==> config.mk <==
export PLATFORM = sky130hd
export DESIGN_NAME = sc_game_fsm_flat
export DESIGN_NICKNAME = d
export VERILOG_FILES = /design/src/rtl/sc_game_fsm_if.sv /design/src/rtl/sc_game_fsm.sv /design/src/flat_wrapper.sv
export SDC_FILE = /design/constraint.sdc
export NUM_CORES = 1
export LEC_CHECK = 0
export BUFFER_PORTS_ARGS = -buffer_cell sky130_fd_sc_hd__buf_2
export CORE_UTILIZATION = 30
export CTS_CLUSTER_DIAMETER = 30
export CTS_CLUSTER_SIZE = 30
export DETAILED_ROUTE_END_ITERATION = 6
export PLACE_DENSITY_LB_ADDON = 0.15
export SYNTH_ARGS = -nofsm -noshare
export SYNTH_HDL_FRONTEND = slang
export SYNTH_SLANG_ARGS = --single-unit
==> constraint.sdc <==
create_clock -name SC_CSCOUNT_CLOCK_50 -period 6.95 [get_ports SC_CSCOUNT_CLOCK_50]
set_input_delay 1.39 -clock SC_CSCOUNT_CLOCK_50 [delete_from_list [all_inputs] [get_ports SC_CSCOUNT_CLOCK_50]]
set_output_delay 1.39 -clock SC_CSCOUNT_CLOCK_50 [all_outputs]
set_load 0.03 [all_outputs]
==> src/rtl/sc_game_fsm_if.sv <==
// rtl/sc_game_fsm_if.sv - game-FSM signal bundle between the frog-game datapath and sc_game_fsm
interface sc_game_fsm_if #(
  parameter int DATAWIDTH_ESTADO = 3
);
  logic                        SC_FSM_START_IN;
  logic                        SC_FSM_LLEGO_IN;
  logic                        SC_FSM_PERDIO_IN;
  logic                        SC_FSM_GANO_IN;
  logic [DATAWIDTH_ESTADO-1:0] SC_FSM_ESTADO_OUT;
  logic                        SC_FSM_RANAINI_OUT;
  logic [1:0]                  SC_FSM_VIDAS_OUT;

  modport master (
    output SC_FSM_START_IN, SC_FSM_LLEGO_IN, SC_FSM_PERDIO_IN, SC_FSM_GANO_IN,
    input  SC_FSM_ESTADO_OUT, SC_FSM_RANAINI_OUT, SC_FSM_VIDAS_OUT
  );

  modport slave (
    input  SC_FSM_START_IN, SC_FSM_LLEGO_IN, SC_FSM_PERDIO_IN, SC_FSM_GANO_IN,
    output SC_FSM_ESTADO_OUT, SC_FSM_RANAINI_OUT, SC_FSM_VIDAS_OUT
  );
endinterface

==> src/rtl/sc_game_fsm.sv <==
// rtl/sc_game_fsm.sv - frog game-level FSM: start, lives, hit recovery, win/lose, frog-delivered pulse
module sc_game_fsm #(
  parameter int DATAWIDTH_ESTADO = 3,
  parameter int LIVES_INIT       = 3,
  parameter int HIT_HOLD         = 50_000_000,
  parameter int ARRIVE_GAP       = 1_000_000
) (
  input  logic          SC_CSCOUNT_CLOCK_50,
  input  logic          SC_CSCOUNT_RESET,
  sc_game_fsm_if.slave  bus
);

  localparam int TW = $clog2(HIT_HOLD + 1);
  localparam int GW = $clog2(ARRIVE_GAP + 1);

  typedef enum logic [2:0] {
    S_IDLE = 3'b000,
    S_PLAY = 3'b111,
    S_HIT  = 3'b101,
    S_WIN  = 3'b010,
    S_LOSE = 3'b011
  } state_t;

  state_t        state_q, state_d;
  logic [1:0]    vidas_q, vidas_d;
  logic          ranaini_q, ranaini_d;
  logic [TW-1:0] timer_q, timer_d;
  logic [GW-1:0] gap_q, gap_d;
  logic          start_s1_q, start_s2_q, start_s3_q;
  logic          llego_q;
  logic          start_pe, llego_pe;

  always_comb begin
    start_pe  = start_s2_q & ~start_s3_q;
    llego_pe  = bus.SC_FSM_LLEGO_IN & ~llego_q;
    state_d   = state_q;
    vidas_d   = vidas_q;
    timer_d   = timer_q;
    ranaini_d = 1'b0;
    case (state_q)
      S_IDLE: begin
        if (start_pe) begin
          state_d = S_PLAY;
          vidas_d = 2'(LIVES_INIT);
        end
      end
      S_PLAY: begin
        // Win beats collision, collision beats a delivered frog.
        if (bus.SC_FSM_GANO_IN) begin
          state_d = S_WIN;
        end else if (bus.SC_FSM_PERDIO_IN) begin
          if (vidas_q != 2'd0) vidas_d = vidas_q - 2'd1;
          if (vidas_q <= 2'd1) begin
            state_d = S_LOSE;
          end else begin
            state_d = S_HIT;
            timer_d = TW'(HIT_HOLD - 1);
          end
        end else if (llego_pe && gap_q == '0) begin
          ranaini_d = 1'b1;
        end
      end
      S_HIT: begin
        if (timer_q != '0) timer_d = timer_q - 1'b1;
        else if (!bus.SC_FSM_PERDIO_IN) state_d = S_PLAY;
      end
      S_WIN, S_LOSE: begin
        if (start_pe) state_d = S_IDLE;
      end
      default: state_d = S_IDLE;
    endcase

    if (ranaini_d)              gap_d = GW'(ARRIVE_GAP - 1);
    else if (state_d != S_PLAY) gap_d = '0;
    else if (gap_q != '0)       gap_d = gap_q - 1'b1;
    else                        gap_d = gap_q;
  end

  always_ff @(posedge SC_CSCOUNT_CLOCK_50 or posedge SC_CSCOUNT_RESET) begin
    if (SC_CSCOUNT_RESET) begin
      state_q    <= S_IDLE;
      vidas_q    <= 2'd0;
      ranaini_q  <= 1'b0;
      timer_q    <= '0;
      gap_q      <= '0;
      start_s1_q <= 1'b0;
      start_s2_q <= 1'b0;
      start_s3_q <= 1'b0;
      llego_q    <= 1'b0;
    end else begin
      state_q    <= state_d;
      vidas_q    <= vidas_d;
      ranaini_q  <= ranaini_d;
      timer_q    <= timer_d;
      gap_q      <= gap_d;
      start_s1_q <= bus.SC_FSM_START_IN;
      start_s2_q <= start_s1_q;
      start_s3_q <= start_s2_q;
      llego_q    <= bus.SC_FSM_LLEGO_IN;
    end
  end

  assign bus.SC_FSM_ESTADO_OUT  = DATAWIDTH_ESTADO'(state_q);
  assign bus.SC_FSM_RANAINI_OUT = ranaini_q;
  assign bus.SC_FSM_VIDAS_OUT   = vidas_q;

endmodule

==> src/flat_wrapper.sv <==
// flat-port wrapper written by rule: the top's interface ports become plain ports
module sc_game_fsm_flat 
#(
  parameter int DATAWIDTH_ESTADO = 3,
  parameter int LIVES_INIT       = 3,
  parameter int HIT_HOLD         = 50_000_000,
  parameter int ARRIVE_GAP       = 1_000_000
)
  (SC_CSCOUNT_CLOCK_50, SC_CSCOUNT_RESET, bus_SC_FSM_START_IN, bus_SC_FSM_LLEGO_IN, bus_SC_FSM_PERDIO_IN, bus_SC_FSM_GANO_IN, bus_SC_FSM_ESTADO_OUT, bus_SC_FSM_RANAINI_OUT, bus_SC_FSM_VIDAS_OUT);
  sc_game_fsm_if #(.DATAWIDTH_ESTADO(DATAWIDTH_ESTADO)) bus_i ();
  input  logic SC_CSCOUNT_CLOCK_50;
  input  logic SC_CSCOUNT_RESET;
  input wire logic [$bits(bus_i.SC_FSM_START_IN)-1:0] bus_SC_FSM_START_IN;
  input wire logic [$bits(bus_i.SC_FSM_LLEGO_IN)-1:0] bus_SC_FSM_LLEGO_IN;
  input wire logic [$bits(bus_i.SC_FSM_PERDIO_IN)-1:0] bus_SC_FSM_PERDIO_IN;
  input wire logic [$bits(bus_i.SC_FSM_GANO_IN)-1:0] bus_SC_FSM_GANO_IN;
  output wire logic [$bits(bus_i.SC_FSM_ESTADO_OUT)-1:0] bus_SC_FSM_ESTADO_OUT;
  output wire logic [$bits(bus_i.SC_FSM_RANAINI_OUT)-1:0] bus_SC_FSM_RANAINI_OUT;
  output wire logic [$bits(bus_i.SC_FSM_VIDAS_OUT)-1:0] bus_SC_FSM_VIDAS_OUT;
  assign bus_i.SC_FSM_START_IN = bus_SC_FSM_START_IN;
  assign bus_i.SC_FSM_LLEGO_IN = bus_SC_FSM_LLEGO_IN;
  assign bus_i.SC_FSM_PERDIO_IN = bus_SC_FSM_PERDIO_IN;
  assign bus_i.SC_FSM_GANO_IN = bus_SC_FSM_GANO_IN;
  assign bus_SC_FSM_ESTADO_OUT = bus_i.SC_FSM_ESTADO_OUT;
  assign bus_SC_FSM_RANAINI_OUT = bus_i.SC_FSM_RANAINI_OUT;
  assign bus_SC_FSM_VIDAS_OUT = bus_i.SC_FSM_VIDAS_OUT;
  sc_game_fsm #(.DATAWIDTH_ESTADO(DATAWIDTH_ESTADO), .LIVES_INIT(LIVES_INIT), .HIT_HOLD(HIT_HOLD), .ARRIVE_GAP(ARRIVE_GAP)) u_core (.SC_CSCOUNT_CLOCK_50(SC_CSCOUNT_CLOCK_50), .SC_CSCOUNT_RESET(SC_CSCOUNT_RESET), .bus(bus_i));
endmodule
==> run_results.csv, run 1 <==
group,metric,value,unit
drt,ant_nets,0,
yosys,synth_area_leader_cell,"dfrtp_1",
critical_path,startpoint_type,"input port",
yosys,synth_top_area_share,47.4,%
clock_network,cts_buffer_depth,2,
clock_network,worstSkewPairLatency,0.31,ns
clock_network,tritoncts,"built",
placed_design,gp_congestion,0.757,
clock_network,cts_buffers,5,
sta,maxSlewHeadroom,49.0,%
yosys,async_flop_share,100,%
power,power.density,172,mW/mm^2
yosys,synthAdderAreaFrac,2.12,%
global_route,grt_pass1_vias,2211,
die,die_y,101,microns
critical_path,cp_slowest_cell,"or4b_2",
clock_network,path_clk_slew,0.10,ns
yosys,synth_top_flop_cell,"dfrtp_1",
sta,fmax,311,MHz
yosys,synth_edf_count,0,
drt,routed_wl,6.31,mm
layout,final_nets,320,
global_route,antenna_found_initial,0,
placed_design,dpl_cell_area,0.00315,sq mm
critical_path,worstReg2RegEnd,"u_core.timer_q[17]",
yosys,synthSimpleGateAreaFrac,25.8,%
critical_path,crit_fanout,8,
global_route,grt.overflow.total,0,
sta,final_max_slew_viol_count,0,
critical_path,path_cells,"buf_2 -> nand4bb_1 -> a21oi_1 -> or4b_2 -> o211ai_1 -> o31ai_1",
layout,n_antenna_cell,0,
clock_network,cts_root_buf,"clkbuf_8",
clock_network,clock-sinks,56,
sta,worst_slack,3.74,ns
yosys,synth_area_per_cell,9.89,sq um
drt,vias,2286,
yosys,synth.distinct_cells,48,
layout,syn2layout_area_growth,10.4,%
sta,finalSetupViolCount,0,
yosys,synthXorXnorAreaFrac,7.70,%
critical_path,worstSetupEndpointType,"register",
die,num_rows,35,
yosys,ys_seq_area_share,47.4,%
yosys,syn_area,0.00296,sq mm
worst_hold_path,min_path_type,"register to register",
yosys,postSynthCellCount,299,
drt,drc,0,
yosys,syn_nets,310,
placed_design,numPortBuffers,11,
sta,skew,0.00580,ns
clock_network,ctsResizeCount,0,
drt,routedWlPerCell,14.4,microns
die,core_area,0.00942,sq mm
global_route,grt_max_degree,57,
critical_path,slowest_delay,0.67,ns
die,start_util,31.4,%
global_route,grt_first_pass_wirelength,10.8,mm
clock_network,htreeDepth,2,
sta,hold_violations,0,
worst_hold_path,holdPathEnd,"u_core.start_s2_q",
die,die-width,101,microns
sta,fin_crit_sh,46.2,%
layout,final_cell_count_no_fill,439,
critical_path,cp.arrival,3.41,ns
yosys,synth-compound-area-share,12.4,%
placed_design,dp_hpwl,4.27,mm
drt,via_per_inst,5.21,
critical_path,reg2reg_depth,5,
sta,worst_slew_pin_slew,0.759,ns
drt,first_pass_iters,4,
die,num_io_pins,12,
worst_hold_path,worstHoldStart,"u_core.start_s1_q",
critical_path,cp.required,7.14,ns
global_route,grt_util_all_layers,13.5,%
clock_network,cts_setup_buffers,0,
yosys,synth_seq_cells,56,
clock_network,holdBufCountCts,0,
layout,stdcell_area,0.00327,sq mm
flow_run,maxCapViolCount,0,
placed_design,place_inst,431,
critical_path,path_class,"input port to register",
sta,layout_min_cycle_time,3.21,ns
die,die_area,0.0103,sq mm
sta,grt_setup_unrepaired,"false",
run_status,status,"finished, final reports clean",
critical_path,r2r_slack,4.20,ns
yosys,synthMuxAreaShare,1.73,%
worst_hold_path,whs_path_depth,0,
power,power.leakage,1.41,nW
drt,drtIter0Drc,149,
power,vdd_ir_drop_max,132,uV
critical_path,worstReg2RegStart,"u_core.timer_q[3]",
sta,setup_tns,0,ns
layout,drive_gt1_share,11.0,%
yosys,synth_warnings,0,
placed_design,pre_cts_slack,3.42,ns
yosys,netlist_top_cells_area,"dfrtp_1, xnor2_1, nor3_1, o31ai_1, xor2_1",
yosys,synth_top_family_by_area,"simple AND/OR/NAND/NOR gates",
worst max-delay path by stage:
| stage | end | depth (start not counted) | from | slack (ns) |
|---|---|---|---|---|
| 2_1_floorplan | u_core.timer_q[14] | 4 | bus_SC_FSM_GANO_IN | 3.86 |
| 3_3_place_gp | u_core.timer_q[14] | 5 | bus_SC_FSM_GANO_IN | 3.47 |
| 3_5_place_dp | u_core.timer_q[14] | 5 | bus_SC_FSM_GANO_IN | 3.42 |
| 4_1_cts | u_core.timer_q[24] | 6 | bus_SC_FSM_GANO_IN | 3.76 |
| 5_1_grt | u_core.timer_q[24] | 6 | bus_SC_FSM_GANO_IN | 3.63 |
| 6_report | u_core.timer_q[24] | 6 | bus_SC_FSM_GANO_IN | 3.74 |
logic make-up (layout without fill, tap and decap cells):
kind of cell,count (synthesis),after routing
compound gates,55,55
fa+ha+maj,5,5
simple gates,130,130
flops,56,56
buf+inv,22,33
xor+xnor,26,26
mux,5,5
synth_stat cells, drive strengths merged (2+ instances only):
cell,count
or4b,4
o211ai,7
nor2b,4
clkbuf,10
nand4,3
o31ai,12
mux2i,4
or4,12
nor4,10
nand2b,7
nor4bb,2
a21boi,2
xor2,10
and4,2
dfrtp,56
or3,8
a211oi,2
nand2,12
xnor2,16
ha,5
a21oi,12
nor3,22
or2,3
o21ai,10
nor4b,2
nor2,22
inv,11
a211o,2
nor3b,2
nand3,11
cell type report:
type	instances	area (sq um)
Clock buffer	6	72.6
Timing Repair Buffer	14	77.6
Multi-Input combinational cell	221	1470
Inverter	11	41.3
Tap cell	129	161
Sequential cell	56	1400
Clock inverter	2	38.8
Fill cell	977	6150
per-stage QoR:
stage / hold WS [ns] / util [%] / power [mW]
6_report: 0.358 / 34.7 / 0.563
2_1_floorplan: 0.331 / - / 0.344
4_1_cts: 0.362 / 34.7 / 0.574
3_5_place_dp: 0.337 / 33.5 / 0.350
5_1_grt: 0.367 / 34.7 / 0.589
3_3_place_gp: 0.338 / 33.5 / 0.350
power breakdown:
part           switching, mW  internal (mW)  total, mW
sequential           0.00113          0.327      0.328
combinational         0.0106        0.00379     0.0144
clock                  0.111          0.109      0.220
critical path: cells and delay by family:
kind | cells | cell delay (ns)
AND/OR/NAND/NOR | 2 | 1.01
buffers and inverters | 1 | 0.12
AO/OA/AOI/OAI | 3 | 0.87
cell usage in the layout (no fill, tap or decap), drive strengths merged, types with 3 or more instances in the layout:
| cell | netlist | routed |
|---|---|---|
| dfrtp | 56 | 56 |
| nor4 | 10 | 10 |
| ha | 5 | 5 |
| inv | 11 | 12 |
| o21ai | 10 | 10 |
| clkbuf | 10 | 6 |
| or3 | 8 | 8 |
| nand4 | 3 | 3 |
| or4b | 4 | 4 |
| nor2 | 22 | 22 |
| nand3 | 11 | 11 |
| nor2b | 4 | 4 |
| a21oi | 12 | 12 |
| or2 | 3 | 3 |
| xnor2 | 16 | 16 |
| o31ai | 12 | 12 |
| nand2b | 7 | 7 |
| mux2i | 4 | 4 |
| nand2 | 12 | 12 |
| o211ai | 7 | 7 |
| buf | 1 | 14 |
| xor2 | 10 | 10 |
| or4 | 12 | 12 |
| nor3 | 22 | 22 |
per-layer routing:
metal  wire, microns  vias up  global-route usage [%]
met2            2870       26                    21.0
li1                -     1123                       -
met5               0        -                       0
met1            3220     1132                    19.5
met3             155        5                    2.28
met4              68        0                    3.34
flip-flops by register name, summed over array words and instances (netlist names):
register,cells
u_core.bus.SC_FSM_ESTADO_OUT,3
u_core.bus.SC_FSM_RANAINI_OUT,1
u_core.bus.SC_FSM_VIDAS_OUT,2
u_core.gap_q,20
u_core.llego_q,1
u_core.start_s1_q,1
u_core.start_s2_q,1
u_core.start_s3_q,1
u_core.timer_q,26
Note: power is estimated with default switching activity, not from simulation.
==> inputs of run 2 (changes only) <==
==> constraint.sdc (replaced) <==
create_clock -name SC_CSCOUNT_CLOCK_50 -period 3.2 [get_ports SC_CSCOUNT_CLOCK_50]
set_input_delay 0.64 -clock SC_CSCOUNT_CLOCK_50 [delete_from_list [all_inputs] [get_ports SC_CSCOUNT_CLOCK_50]]
set_output_delay 0.64 -clock SC_CSCOUNT_CLOCK_50 [all_outputs]
set_load 0.03 [all_outputs]
==> run_results.csv, run 2 (same netlist as run 1, synthesis figures left out) <==
group,metric,value,unit
critical_path,crit_fanout,10,
sta,setup_tns,0,ns
placed_design,dp_hpwl,4.42,mm
die,die_area,0.0103,sq mm
clock_network,cts_buffer_depth,2,
layout,final_nets,326,
drt,routed-wl-met2,2.77,mm
critical_path,setup.worst_path.start,"u_core.timer_q[0]",
drt,first_pass_iters,4,
clock_network,worstSkewPairLatency,0.32,ns
layout,largest_reg_flops,26,
global_route,grt_pass1_vias,2188,
drt,wl_met3,175,microns
critical_path,cp-endpoint,"u_core.timer_q[13]",
critical_path,reg2reg_depth,7,
die,die-width,101,microns
sta,fin_crit_sh,83.3,%
power,power.density,355,mW/mm^2
drt,vias,2273,
clock_network,path_clk_slew,0.11,ns
clock_network,tritoncts,"built",
sta,skew,0.0184,ns
layout,final_common_cell,"dfrtp_1",
layout,ff_latch_area,0.00140,sq mm
global_route,grt.overflow.total,0,
drt,via_per_inst,5.11,
sta,hold_violations,0,
layout,drive_gt1_share,13.0,%
flow_run,maxCapViolCount,0,
clock_network,cts_setup_buffers,0,
drt,ant_nets,0,
worst_hold_path,min_path_type,"register to register",
die,num_io_pins,12,
sta,finalSetupViolCount,0,
sta,final_max_slew_viol_count,0,
clock_network,clock-sinks,56,
sta,hold_slack,0.368,ns
placed_design,numPortBuffers,11,
layout,layout_common_cells,"dfrtp_1, nor2_1, nor3_1",
sta,layout_min_cycle_time,2.67,ns
drt,routed_wl,6.43,mm
sta,worst_slack,0.533,ns
critical_path,worstSetupEndpointType,"register",
drt,routedWlPerCell,14.5,microns
drt,m1WireLength,3.43,mm
run_status,status,"finished, final reports clean",
critical_path,cp.arrival,2.91,ns
critical_path,cp.required,3.44,ns
layout,stdcell_area,0.00330,sq mm
die,start_util,31.4,%
layout,fillCellCount,988,
die,core_area,0.00942,sq mm
clock_network,cts_root_buf,"clkbuf_8",
clock_network,holdBufCountCts,0,
global_route,grt_first_pass_wirelength,11.2,mm
critical_path,worstReg2RegStart,"u_core.timer_q[0]",
critical_path,path_class,"register to register",
global_route,grt_max_degree,47,
layout,final_cell_count_no_fill,445,
drt,drc,0,
drt,drtIter0Drc,93,
critical_path,startpoint_type,"register",
power,vdd_ir_drop_max,204,uV
placed_design,dpl_cell_area,0.00320,sq mm
layout,multi_input_area,0.00147,sq mm
placed_design,pre_cts_slack,0.566,ns
clock_network,ctsResizeCount,0,
sta,fmax,375,MHz
die,num_rows,35,
global_route,grt_util_all_layers,14.0,%
global_route,antenna_found_initial,0,
clock_network,cts_buffers,5,
layout,largest-register,"u_core.timer_q",
critical_path,worstReg2RegEnd,"u_core.timer_q[13]",
sta,grt_setup_unrepaired,"false",
placed_design,place_inst,437,
sta,worst_slew_pin_slew,0.994,ns
clock_network,htreeDepth,2,
power,power.leakage,1.43,nW
layout,syn2layout_area_growth,11.4,%
drt,top_layer,"met4",
layout,n_antenna_cell,0,
placed_design,gp_congestion,0.742,
critical_path,r2r_slack,0.53,ns
sta,maxSlewHeadroom,33.7,%
die,die_y,101,microns
-- run 2: layer usage --
layer / vias up / GRT usage, %
li1: 1127 / -
met1: 1109 / 20.6
met2: 32 / 21.3
met3: 5 / 2.35
met4: 0 / 3.34
met5: - / 0
-- run 2: cell type report --
cell class / count / share of cell area (%)
Clock buffer: 5 / 2.09
Clock inverter: 3 / 0.835
Inverter: 11 / 1.25
Multi-Input combinational cell: 221 / 44.7
Sequential cell: 56 / 42.5
Tap cell: 129 / 4.90
Timing Repair Buffer: 20 / 3.72
-- run 2: how the worst min path moves through the flow --
| stage | slack [ns] | startpoint | cells after the start | to |
|---|---|---|---|---|
| 3_3_place_gp | 0.34 | u_core.start_s1_q | 0 | u_core.start_s2_q |
| 4_1_cts | 0.37 | u_core.start_s1_q | 0 | u_core.start_s2_q |
| 3_5_place_dp | 0.34 | u_core.start_s1_q | 0 | u_core.start_s2_q |
| 5_1_grt | 0.38 | u_core.start_s1_q | 0 | u_core.start_s2_q |
| 6_report | 0.37 | u_core.start_s1_q | 0 | u_core.start_s2_q |
| 2_1_floorplan | 0.33 | u_core.start_s1_q | 0 | u_core.start_s2_q |
-- run 2: power by group --
group	switching, mW	internal [mW]	leakage [nW]
sequential	0.00245	0.711	0.699
clock	0.261	0.162	0.0463
combinational	0.0236	0.00891	0.687
total	0.288	0.882	1.43
-- run 2: critical path: stages (launching register included) --
cell and delay, ns:
dfrtp_1 0.41, inv_1 0.09, ha_1 0.16, or4b_2 0.61, or4_1 0.67, or2_1 0.34, and4_1 0.19, o21ai_0 0.12
-- run 2: through the flow --
step | utilization, % | power [mW]
2_1_floorplan | - | 0.747
3_3_place_gp | 34.0 | 0.762
4_1_cts | 35.0 | 1.18
6_report | 35.0 | 1.17
5_1_grt | 35.0 | 1.22
3_5_place_dp | 34.0 | 0.762
